[config.mk]
export PLATFORM = sky130hd
export DESIGN_NAME = adc_spi_reader
export DESIGN_NICKNAME = d
export VERILOG_FILES = /design/src/rtl/adc_spi_reader.sv
export SDC_FILE = /design/constraint.sdc
export NUM_CORES = 1
export LEC_CHECK = 0
export CAP_MARGIN = 20
export CORE_MARGIN = 3
export CORE_UTILIZATION = 50
export DETAILED_ROUTE_END_ITERATION = 12
export GPL_ROUTABILITY_DRIVEN = 0
export PLACE_DENSITY = 0.71
export RECOVER_POWER = 25
export SYNTH_ARGS = -nofsm -noshare
export SYNTH_HDL_FRONTEND = slang
export SYNTH_SLANG_ARGS = --single-unit
[constraint.sdc]
create_clock -name clk -period 4.6 [get_ports clk]
set_input_delay 1.15 -clock clk [delete_from_list [all_inputs] [get_ports clk]]
set_output_delay 1.15 -clock clk [all_outputs]
set_load 0.05 [all_outputs]
[src/rtl/adc_spi_reader.sv]
// adc_spi_reader: clocks 12-bit offset-binary samples out of an SPI ADC at a fixed rate
// and presents them as two's complement with a one-cycle valid strobe.
module adc_spi_reader #(
  parameter int CLK_DIV       = 4,
  parameter int LEAD_BITS     = 4,
  parameter int SAMPLE_PERIOD = 1042
) (
  input  logic        clk,
  input  logic        rst,
  input  logic        adc_miso,
  output logic        adc_cs_n,
  output logic        adc_sclk,
  output logic        valid,
  output logic [11:0] sample_out,
  output logic        overrun
);
  localparam int FRAME = LEAD_BITS + 12;
  localparam int TW = $clog2(SAMPLE_PERIOD);
  localparam int DW = $clog2(CLK_DIV + 1);
  localparam int BW = $clog2(FRAME + 1);
  localparam logic [1:0] IDLE = 2'd0, SETUP = 2'd1, SHIFT = 2'd2, DONE = 2'd3;
  logic [1:0] state;
  logic [TW-1:0] timer;
  logic [DW-1:0] div;
  logic [BW-1:0] bits;
  logic [11:0] shreg;
  logic tick, phase_end;
  always_comb begin
    tick = timer == TW'(SAMPLE_PERIOD - 1);
    phase_end = div == DW'(CLK_DIV - 1);
  end
  always_ff @(posedge clk or negedge rst) begin
    if (!rst) begin
      state      <= IDLE;
      timer      <= '0;
      div        <= '0;
      bits       <= '0;
      shreg      <= '0;
      adc_cs_n   <= 1'b1;
      adc_sclk   <= 1'b1;
      valid      <= 1'b0;
      sample_out <= '0;
      overrun    <= 1'b0;
    end else begin
      timer <= tick ? '0 : timer + 1'b1;
      valid <= 1'b0;
      div   <= (state == IDLE || state == DONE || phase_end) ? '0 : div + 1'b1;
      if (tick && state != IDLE) overrun <= 1'b1;
      case (state)
        IDLE: if (tick) begin
          state    <= SETUP;
          adc_cs_n <= 1'b0;
          bits     <= '0;
        end
        SETUP: if (phase_end) begin
          state    <= SHIFT;
          adc_sclk <= 1'b0;
        end
        SHIFT: if (phase_end) begin
          // miso has had a full low phase to settle since the falling edge
          if (!adc_sclk) begin
            adc_sclk <= 1'b1;
            shreg    <= {shreg[10:0], adc_miso};
            bits     <= bits + 1'b1;
          end else if (bits == BW'(FRAME)) begin
            state      <= DONE;
            adc_cs_n   <= 1'b1;
            valid      <= 1'b1;
            sample_out <= {~shreg[11], shreg[10:0]};
          end else begin
            adc_sclk <= 1'b0;
          end
        end
        default: state <= IDLE;
      endcase
    end
  end
endmodule

==> results.py <==
metrics = {
    "min_path": {
        "hp-class": "reg2reg",
    },
    "timing": {
        "slew_headroom_pct": -13.73,
        "fin_tns_setup_ps": 0,
        "tightest_slew_ps": 1706,
        "drv_slew": 34,
        "rsz0062_at_grt": "false",
        "timing.final.crit_period_ps": 2975,
        "setup_viol": 0,
        "finalHoldViolCount": 0,
        "timing.final.crit_share_pct": 64.67,
        "fmax_ghz": 0.3361,
        "fin_skew_ps": 5.628,
    },
    "die": {
        "std_cell_rows": 23,
        "start_util_pct": 53.03,
        "ioPinCount": 19,
        "design.die.area_mm2": 0.005160,
        "die_height_um": 71.84,
        "core_mm2": 0.004086,
        "die_w_um": 71.84,
    },
    "power_and_ir_drop": {
        "p_per_area_mw_per_mm2": 278.9,
        "p_sw_uw": 151.2,
        "cell_internal_pwr_uw": 540.0,
        "worst_ir_drop_vdd_uv": 201.7,
        "total_power_uw": 691.2,
        "pwr-share-comb_pct": 1.3,
        "p_sw_share_pct": 21.87,
        "clockPowerShare_pct": 36.4,
        "pwr-share-seq_pct": 62.3,
        "leakage_nw": 1.197,
    },
    "drt": {
        "met2_length_um": 1777,
        "dr.first_iter.drc_count": 90,
        "drc": 0,
        "wl_um": 3725,
        "top_layer": "met4",
        "met1_length_um": 1722,
        "antenna_left": 0,
        "drtPass1Iterations": 4,
        "wl_met3_um": 163,
        "dr_total_vias": 1444,
        "routedWlPerCell_um": 13.95,
        "via_per_inst": 5.408,
    },
    "synthesis": {
        "synth_seq_cells": 49,
        "synthCells": 194,
        "yosys-top-cells-count": "dfrtp_1 (47), nand2_1 (42), nor2_1 (14)",
        "yosysTopAreaCellShare_pct": 54.27,
        "syn_nets": 207,
        "seq_area_frac_synth_pct": 56.70,
        "synthArstFlopShare_pct": 100.0,
        "synth_edf_count": 0,
        "synth_area_per_cell_um2": 11.17,
        "yosysWarnings": 0,
        "yosysTopAreaCell": "dfrtp_1",
        "ys.flop_type": "dfrtp_1",
        "synth_area_mm2": 0.002167,
        "yosysMostFrequentCell": "dfrtp_1",
        "synthTopCellsByArea": "dfrtp_1 (54%), nand2_1 (7.3%), ha_1 (5.8%), mux2_2 (5.7%), dfstp_2 (2.4%)",
        "synth.distinct_cells": 36,
    },
    "grt": {
        "track_usage_pct": 16.19,
        "antenna_found_initial": 0,
        "overflow": 0,
        "grt_pass1_vias": 1426,
        "grt_pass1_wl_um": 6527,
        "grt_max_degree": 50,
    },
    "critical_path": {
        "cpPeakStageDelay_ps": 1300,
        "crit_arrival_ps": 3080,
        "cp.required_ps": 4700,
        "worstSetupEndpointType": "async pin",
        "cp_slowest_cell": "clkbuf_1",
        "crit_top_cell": "clkbuf_1",
        "cp-start-kind": "input port",
        "crit_path_max_fanout": 33,
        "critPathBufInv": 2,
        "worstPathCellList": "clkbuf_1 -> clkbuf_1",
        "worst-setup-path-type": "in2async",
        "cp_top_family": "buffers and inverters",
    },
    "clocking": {
        "cts_setup_buffers": 0,
        "cts-htree-levels": 2,
        "numCtsBuffers": 5,
        "ctsLongestPathBuffers": 2,
        "cts.sinks": 49,
        "cts_hold_buffers": 0,
        "cts_resized": 0,
        "cts_tree": "yes",
        "clock_latency_ps": 300,
        "cts.clk_slew.worst_paths_ps": 90,
        "cts_root_buffer": "clkbuf_8",
    },
    "place": {
        "dp_cells": 258,
        "place_area_mm2": 0.002390,
        "io_buffer_count": 18,
        "hpwl_um": 2599,
    },
    "final_layout": {
        "nNetsFinal": 229,
        "antennaDiodeCount": 0,
        "utilization_pct": 60.66,
        "syn_to_final_growth_pct": 14.38,
        "stdcell_area_mm2": 0.002479,
        "drive_above_1_share_pct": 11.98,
        "stdcell_count": 267,
    },
    "run_status": {
        "violations": "capacitance limit, slew limit",
        "outcome": "finished with violations",
    },
    "run": {
        "max_cap_viol_count": 1,
    },
}
[final timing paths]
check / slack, ps / start / end / cells past startpoint
max: 1630 / rst / sample_out[2] / 2
min: 440 / div[0] / div[0] / 1
max reg2reg: 2170 / bits[0] / sample_out[8] / 5
min reg2reg: 440 / div[0] / div[0] / 1
max in group clk: 1740 / adc_sclk / adc_sclk / 1
min in group asynchronous: 920 / rst / timer[9] / 1
[per-layer routing]
layer / vias to the layer above / track usage (%)
li1: 700 / -
met1: 714 / 20.24
met4: 0 / 6.263
met3: 5 / 5.189
met5: - / 0
met2: 25 / 26.22
[final cells by class]
type / count / area [um2]
clock buffer: 6 / 72.57
clock inverter: 2 / 13.76
fill: 320 / 1608
inverter: 11 / 41.29
multi-input combinational: 130 / 882.1
sequential: 49 / 1229
tap: 50 / 62.56
timing repair buffer: 19 / 177.7
[cell families (layout without fill, tap and decap cells)]
family	count (synthesis)	count (layout)	synth area share, %
simple gates	79	79	16.63
xor+xnor	11	11	4.446
compound gates	17	17	6.987
fa+ha+maj	10	10	5.774
mux	13	13	6.871
buf+inv	15	38	2.598
flops	49	49	56.70
[state kept, by name, indices dropped and copies added, names as in the netlist]
name and cells:
sample_out 12, adc_sclk 1, valid 1, timer 11, bits 5, div 3
overrun 1, adc_cs_n 1, shreg 12, state 2
[through the flow]
| step | setup WS [ps] | hold WS [ps] |
|---|---|---|
| 6_report | 1625 | 442.8 |
| 5_1_grt | 1130 | 468.2 |
| 4_1_cts | 1717 | 448.4 |
| 3_5_place_dp | 2070 | 436.8 |
| 3_3_place_gp | 2079 | 417.1 |
| 2_1_floorplan | 2524 | 407.9 |
[cells in the final DEF (no fill, tap or decap), types with 6 or more instances in the layout]
cell type,synthesis,layout
xnor2_1,6,6
clkdlybuf4s50_1,0,17
dfrtp_1,47,47
nand3_1,7,7
mux2_2,11,11
inv_1,11,11
nor2_1,14,14
nand2_1,42,42
ha_1,10,10
[power groups by stage]
stage / Sequential, mW / Clock [mW] / Combinational (mW)
2_1_floorplan: 0.439 / 0 / 0.0000101
3_3_place_gp: 0.439 / 0 / 0.00932
3_5_place_dp: 0.439 / 0 / 0.00975
4_1_cts: 0.430 / 0.260 / 0.00969
5_1_grt: 0.431 / 0.278 / 0.0108
6_report: 0.430 / 0.252 / 0.00900
Note: power is estimated with default switching activity, not from simulation.
